## config.mk

```make
export PLATFORM = sky130hd
export DESIGN_NAME = sfu_normalize_round
export DESIGN_NICKNAME = d
export VERILOG_FILES = /design/src/rtl/sfu_pkg.sv /design/src/rtl/sfu_lzc50.sv /design/src/rtl/sfu_normalize_round.sv
export SDC_FILE = /design/constraint.sdc
export NUM_CORES = 1
export LEC_CHECK = 0
export BUFFER_PORTS_ARGS = -buffer_cell sky130_fd_sc_hd__buf_2
export CAP_MARGIN = 20
export CORE_MARGIN = 1
export CORE_UTILIZATION = 55
export DETAILED_ROUTE_END_ITERATION = 12
export GPL_ROUTABILITY_DRIVEN = 0
export GPL_TIMING_DRIVEN = 0
export PLACE_DENSITY = 0.78
export SYNTH_ARGS = -nofsm -noshare
export SYNTH_HDL_FRONTEND = slang
export SYNTH_HIERARCHICAL = 1
export SYNTH_SLANG_ARGS = --single-unit
```

## constraint.sdc

```tcl
create_clock -name clk -period 5.7 [get_ports clk]
set_input_delay 1.425 -clock clk [delete_from_list [all_inputs] [get_ports clk]]
set_output_delay 1.425 -clock clk [all_outputs]
set_load 0.01 [all_outputs]
```

## src/rtl/sfu_pkg.sv

```systemverilog
// rtl/sfu_pkg.sv - shared SFU types, constants and normalize/round stage payloads
package sfu_pkg;

  localparam int SFU_IN_W  = 50;
  localparam int SFU_IN_FL = 46;
  localparam int SFU_EXP_W = 10;
  localparam int FP32_BIAS = 127;

  localparam logic [31:0] QNAN = 32'h7FC0_0000;

  typedef enum logic [1:0] {
    SP_NONE = 2'b00,
    SP_ZERO = 2'b01,
    SP_INF  = 2'b10,
    SP_NAN  = 2'b11
  } special_e;

  // Operation codes shared with the SFU control path.
  typedef enum logic [2:0] {
    OP_RCP     = 3'd0,
    OP_RSQ     = 3'd1,
    OP_SQRT    = 3'd2,
    OP_LOG2    = 3'd3,
    OP_EXP2    = 3'd4,
    OP_SIN     = 3'd5,
    OP_COS     = 3'd6,
    OP_SIGMOID = 3'd7
  } sfu_op_e;

  // Stage 1: magnitude and leading-one position of the approximation.
  typedef struct packed {
    logic [SFU_IN_W-1:0]  mag;
    logic                 s;
    logic [6:0]           p;          // signed, leading-one weight 3..-46
    logic [SFU_EXP_W-1:0] exp_base;   // signed
    logic                 precision;
    special_e             special;
    logic                 zero_flag;
  } nr_s1_t;

  // Stage 2: normalised fraction with rounding bits and biased exponent.
  typedef struct packed {
    logic [22:0] frac;
    logic        guard;
    logic        sticky;
    logic [11:0] e;                   // signed, biased
    logic        s;
    logic        precision;
    special_e    special;
    logic        zero_flag;
  } nr_s2_t;

endpackage

```

## src/rtl/sfu_lzc50.sv

```systemverilog
// rtl/sfu_lzc50.sv - leading-one position of a 50-bit magnitude
module sfu_lzc50 #(
  parameter int FL = 46
) (
  input  logic [49:0] value,
  output logic [6:0]  p,
  output logic        zero_flag
);

  logic [5:0] idx;

  // Scan upward so the highest set bit wins.
  always_comb begin
    idx = '0;
    for (int i = 0; i < 50; i++) begin
      if (value[i]) idx = 6'(i);
    end
  end

  // Convert the bit index into its weight relative to the binary point.
  assign p         = {1'b0, idx} - 7'(FL);
  assign zero_flag = (value == '0);

endmodule

```

## src/rtl/sfu_normalize_round.sv

```systemverilog
// rtl/sfu_normalize_round.sv - normalise, round and pack the SFU approximation to binary32
module sfu_normalize_round
  import sfu_pkg::*;
#(
  parameter int IN_W  = SFU_IN_W,
  parameter int IN_FL = SFU_IN_FL,
  parameter int EXP_W = SFU_EXP_W,
  parameter int BIAS  = FP32_BIAS
) (
  input  logic             clk,
  input  logic             rst,
  input  logic             in_valid,
  output logic             in_ready,
  input  logic [IN_W-1:0]  approx_result,
  input  logic [EXP_W-1:0] exp_base,
  input  logic             sign_in,
  input  logic             precision,
  input  logic [1:0]       special,
  output logic             out_valid,
  input  logic             out_ready,
  output logic [31:0]      out_data,
  output logic [2:0]       out_flags
);

  logic   v1, v2, v3;
  logic   adv1, adv2, adv3, accept;
  nr_s1_t s1, s1_c;
  nr_s2_t s2, s2_c;

  // Each stage moves on when the stage after it is empty or moving itself.
  assign adv3     = v3 && out_ready;
  assign adv2     = v2 && (!v3 || adv3);
  assign adv1     = v1 && (!v2 || adv2);
  assign in_ready = !v1 || adv1;
  assign accept   = in_valid && in_ready;
  assign out_valid = v3;

  // ---------------- stage 1: magnitude + leading-one search ----------------
  logic [IN_W-1:0] mag_c;
  logic [6:0]      lzc_p;
  logic            lzc_zero;

  // Two's complement magnitude; -8.0 maps onto the unsigned value 8.0.
  assign mag_c = approx_result[IN_W-1] ? (~approx_result + {{(IN_W-1){1'b0}}, 1'b1})
                                       : approx_result;

  sfu_lzc50 #(.FL(IN_FL)) u_lzc (
    .value     (mag_c),
    .p         (lzc_p),
    .zero_flag (lzc_zero)
  );

  // Assemble the stage 1 payload from the incoming beat.
  always_comb begin
    s1_c           = '0;
    s1_c.mag       = mag_c;
    s1_c.s         = sign_in ^ approx_result[IN_W-1];
    s1_c.p         = lzc_p;
    s1_c.exp_base  = exp_base;
    s1_c.precision = precision;
    s1_c.special   = special_e'(special);
    s1_c.zero_flag = lzc_zero;
  end

  // Stage 1 register: capture accepted beats, empty when drained.
  always_ff @(posedge clk or posedge rst) begin
    if (rst) begin
      v1 <= 1'b0;
      s1 <= '0;
    end else if (accept) begin
      v1 <= 1'b1;
      s1 <= s1_c;
    end else if (adv1) begin
      v1 <= 1'b0;
    end
  end

  // ---------------- stage 2: normalising shift + exponent ----------------
  logic [6:0]      shamt;
  logic [IN_W-1:0] norm;
  logic [11:0]     e_sum;

  // Bring the leading one up to the top bit of the word.
  assign shamt = 7'(IN_W - 1 - IN_FL) - s1.p;
  assign norm  = s1.mag << shamt;

  // Sign-extend both operands into 12 bits so no sum can wrap.
  assign e_sum = {{(12-EXP_W){s1.exp_base[EXP_W-1]}}, s1.exp_base}
               + {{5{s1.p[6]}}, s1.p}
               + 12'(BIAS);

  // Split the normalised word into fraction, guard and sticky.
  always_comb begin
    s2_c           = '0;
    s2_c.frac      = norm[IN_W-2 -: 23];
    s2_c.guard     = norm[IN_W-25];
    s2_c.sticky    = |norm[IN_W-26:0];
    s2_c.e         = e_sum;
    s2_c.s         = s1.s;
    s2_c.precision = s1.precision;
    s2_c.special   = s1.special;
    // A missing leading one after the shift also means a zero magnitude.
    s2_c.zero_flag = s1.zero_flag || !norm[IN_W-1];
  end

  // Stage 2 register: take stage 1's payload when it advances.
  always_ff @(posedge clk or posedge rst) begin
    if (rst) begin
      v2 <= 1'b0;
      s2 <= '0;
    end else if (adv1) begin
      v2 <= 1'b1;
      s2 <= s2_c;
    end else if (adv2) begin
      v2 <= 1'b0;
    end
  end

  // ---------------- stage 3: round + pack ----------------
  logic        round_inc, inexact;
  logic [23:0] frac_sum;
  logic [11:0] e_rnd;
  logic [31:0] data_c;
  logic [2:0]  flags_c;

  assign round_inc = s2.precision && s2.guard && (s2.sticky || s2.frac[0]);
  assign frac_sum  = {1'b0, s2.frac} + {23'd0, round_inc};
  // A mantissa carry leaves the fraction at zero and bumps the exponent.
  assign e_rnd     = s2.e + {11'd0, frac_sum[23]};
  assign inexact   = s2.guard || s2.sticky;

  // Special tags take priority over the arithmetic result.
  always_comb begin
    data_c  = '0;
    flags_c = '0;
    case (s2.special)
      SP_NAN:  data_c = QNAN;
      SP_INF:  data_c = {s2.s, 8'hFF, 23'd0};
      SP_ZERO: data_c = {s2.s, 31'd0};
      default: begin
        if (s2.zero_flag) begin
          data_c = {s2.s, 31'd0};
        end else if ($signed(e_rnd) >= 12'sd255) begin
          data_c  = {s2.s, 8'hFF, 23'd0};
          flags_c = 3'b101;
        end else if ($signed(e_rnd) <= 12'sd0) begin
          data_c  = {s2.s, 31'd0};
          flags_c = 3'b011;
        end else begin
          data_c  = {s2.s, e_rnd[7:0], frac_sum[22:0]};
          flags_c = {2'b00, inexact};
        end
      end
    endcase
  end

  // Output register: holds its value while the consumer stalls.
  always_ff @(posedge clk or posedge rst) begin
    if (rst) begin
      v3        <= 1'b0;
      out_data  <= '0;
      out_flags <= '0;
    end else if (adv2) begin
      v3        <= 1'b1;
      out_data  <= data_c;
      out_flags <= flags_c;
    end else if (adv3) begin
      v3 <= 1'b0;
    end
  end

endmodule
```

==> summary.txt <==
Run status
  • Status: finished, final reports clean

Worst setup path
  • CP required: around 6.0 ns
  • R2R setup slack: 0.81 ns
  • WP data arrival: approximately 5.8 ns
  • Critical R2R Launch: s1[16]
  • Worst Setup SP: approx_result[0]
  • Worst setup path category: in2reg
  • Worst setup EP type: register
  • Reg2Reg Depth: 13
  • End of the worst register-to-register path: s2[0]
  • Worst-path maximum fanout: 4
  • CP Launch Type: input port

Logic synthesis
  • Synth Flop Type: dfrtp_1
  • Avg Cell Area, Syn: ~9.4 um^2
  • Post-synthesis cell count: 1232
  • Synth Net Count: 1328
  • Synth warn: 6
  • Seq cells post-synth: ~150
  • Ys async rst share: 100%
  • Distinct cells, synth: 76
  • Number of synthesized flops with an enable pin: 0
  • Register area share after synthesis: 32.7%
  • Post-Syn Area: around 12000 um^2

Clock tree
  • Clk sinks: 152
  • TritonCTS buffer count: 17
  • Clk Latency, worst-skew pair: ~0.43 ns
  • Clk root buf: clkbuf_16
  • CTS max path bufs: 2
  • CTS tree: yes
  • CTS Hold Bufs: 0
  • H-tree Lvls: 4
  • Clock-pin slew on the worst setup and hold paths: 0.06 ns

Power and ir drop
  • Combinational share of power: 51.6%
  • Lkg Pwr: 5.50 nW
  • Pwr Density: 417 nW/um^2
  • Clock power frac: about a fifth
  • Maximum vdd drop: between 0.0002 and 0.00025 V
  • Sw Share: 43.7%
  • Int Pwr: 0.00310 W
  • NetSw: between 0.002 and 0.0025 W
  • Sequential share of power: about 28%

Final layout
  • Design Area, Final: ~13000 um^2
  • Layout area overhead: 13.6%
  • Filler instances: approximately 1700
  • Layout cells sized above 1: 24.5%
  • Number of antenna diodes: 0
  • Post-layout nets: 1457
  • Register area: between 3000 and 4000 um^2
  • Final Non-Filler Cells: 1644
  • Multi-input gate area: between 7000 and 8000 um^2

Floorplanning
  • Die area: 21700 um^2
  • Site Rows: between 50 and 60
  • Starting Density: 56.7%
  • Core Area: between 20000 and 25000 um^2
  • Chip height: 147 um
  • Ports: 105
  • Die Wd: 147 um

STA
  • Fmax: between 150 and 200 MHz
  • RSZ-0062 raised after global routing: false
  • Rel. slew slack: 26.4%
  • Total negative setup slack: 0 ns
  • Final setup violation count: 0
  • Tcrit/Tclk final: 96.6%
  • Slew Limit Fails: 0
  • Worst slew pin tran: approximately 1.1 ns
  • Final min period: approximately 5.5 ns
  • Skew final: 0.0136 ns
  • Final Hold Vio Count: 0

GRT
  • All-Layer GR Usage: approximately 29%
  • Gr ovfl total: 0
  • Largest net degree at the start of global routing: 90
  • Vias in the first global route: 9717
  • First-pass GRT wire length: 50400 um
  • Antenna violations before repair: 0

Worst hold path
  • Worst Hold Launch: out_data[31]
  • HP Class: reg2reg
  • Hold depth: 2
  • Hold path endpoint: out_data[31]

Detailed routing
  • DR pass1 iterations: 6
  • Final WL: 30900 um
  • Drt wl/cell: 18.8 um
  • Post-DRT Antenna Nets: 0
  • Drt drc: 0
  • Via-to-Cell Ratio: 6.22
  • 1st-iter DRT viols: 868
  • Vias: 10224

Placement
  • Cells after DPL: 1608
  • IO Port Bufs: approximately 100
  • Post-DP Area: 12500 um^2
  • Hpwl dp: 24000 um

Run
  • Max_cap viols: 0
placed cells by master, fill, tap and decap left out, types with 17 or more instances in the layout:
cell type and n:
a21oi_1 57, dfrtp_1 152, clkbuf_16 17, nor4_1 20
clkbuf_1 45, buf_2 115, nand3_1 32, nor3_1 29
mux2i_1 40, mux2_2 101, nand2_1 142, xnor2_1 70
mux4_2 44, ha_1 26, o21ai_0 79, inv_1 56
nor2_1 87
power by group through the flow:
stage | Clock [W] | Sequential, W | Combinational (W)
after floorplan | 0 | 0.00149 | 0.00205
after global placement | 0 | 0.00155 | 0.00268
after detailed placement | 0 | 0.00157 | 0.00273
after CTS | 0.00112 | 0.00155 | 0.00275
after global routing | 0.00117 | 0.00159 | 0.00305
final | 0.00111 | 0.00156 | 0.00284
timing repair:
action	in CTS	in global routing
setup endpoints to repair	1	1
pin swaps	1	5
buffers inserted	1	3
resized for setup	3	9
sequential cells by signal, indices dropped and copies added (netlist names):
name	flops
s1	72
s2	42
out_data	32
out_flags	3
out_valid	1
v1	1
v2	1
layer usage:
metal / global-route usage [%] / up-vias / routed length, um
met3: 3.79 / 103 / 1690
met4: 14.8 / 0 / 1560
met5: 0 / - / 0
met1: 38.3 / 4836 / 13300
met2: 48.1 / 485 / 14400
li1: - / 4800 / -
synthesized netlist by cell type (11+ instances only):
cell type  count  share of area (%)
mux2i_1       40                3.4
buf_2         11               0.47
nor3_1        29                1.2
nor2_1        87                2.8
dfrtp_1      152                 33
o31ai_1       18                1.2
inv_1         57                1.8
mux2_2       101                9.8
or4_1         11               0.71
xnor2_1       71                5.4
o21ai_0       79                3.4
mux4_2        44                8.5
clkbuf_1      45                1.5
nand2_1      142                4.6
nand3_1       33                1.4
nand2b_1      13               0.70
ha_1          27                2.9
xor2_1        16                1.2
o211ai_1      13               0.84
nor4_1        22                1.2
a21oi_1       57                2.5
through the flow:
stage / setup slack [ns] / power (W) / utilization (%) / hold WS [ns]
floorplan: 0.182 / 0.00354 / - / 0.444
global placement: -1.30 / 0.00423 / 60.9 / 0.449
detailed placement: -0.685 / 0.00429 / 61.1 / 0.453
CTS: 0.000402 / 0.00542 / 64.1 / 0.468
global route: 0.000494 / 0.00581 / 64.4 / 0.498
finish: 0.192 / 0.00551 / 64.4 / 0.464
worst max-delay path, cell delays in order:
cell,delay [ns]
buf_2,0.12
inv_1,0.09
ha_1,0.20
or4b_4,0.50
nor4_4,0.31
buf_4,0.18
nand4_1,0.15
nand2b_1,0.24
o31ai_2,0.23
xnor2_1,0.19
or4_1,0.59
a311oi_2,0.31
o41ai_2,0.11
buf_4,0.18
and2_1,0.18
ha_2,0.20
a211oi_1,0.21
a2111oi_1,0.09
mux2_2,0.32
cell type report:
class / instances / share of cell area [%]
Sequential cell: 152 / 28.8
Clock buffer: 18 / 3.33
Inverter: 58 / 1.69
Buffer: 65 / 1.95
Multi-Input combinational cell: 957 / 56.2
Timing Repair Buffer: 110 / 4.44
Clock inverter: 14 / 1.04
Tap cell: 270 / 2.56
worst max path at each step:
| stage | endpoint | slack (ns) | cells past startpoint |
|---|---|---|---|
| global route | s1[19] | 0.0005 | 19 |
| detailed placement | s1[19] | -0.68 | 19 |
| CTS | s1[19] | 0.0004 | 18 |
| floorplan | out_data[0] | 0.18 | 1 |
| global placement | out_data[12] | -1.30 | 2 |
| finish | s1[19] | 0.19 | 19 |
kinds of logic (layout without fill, tap and decap cells):
kind of cell	count (synthesis)	count (layout)	share of synthesized area, %
AO/OA/AOI/OAI	263	263	15.1
XOR/XNOR	87	87	6.56
adder cells (fa/ha/maj)	28	28	3.08
buffers and inverters	123	265	4.09
flip-flops	152	152	32.7
multiplexers	185	185	21.8
AND/OR/NAND/NOR	394	394	16.7
No activity file was read; power rests on OpenSTA's default activity.
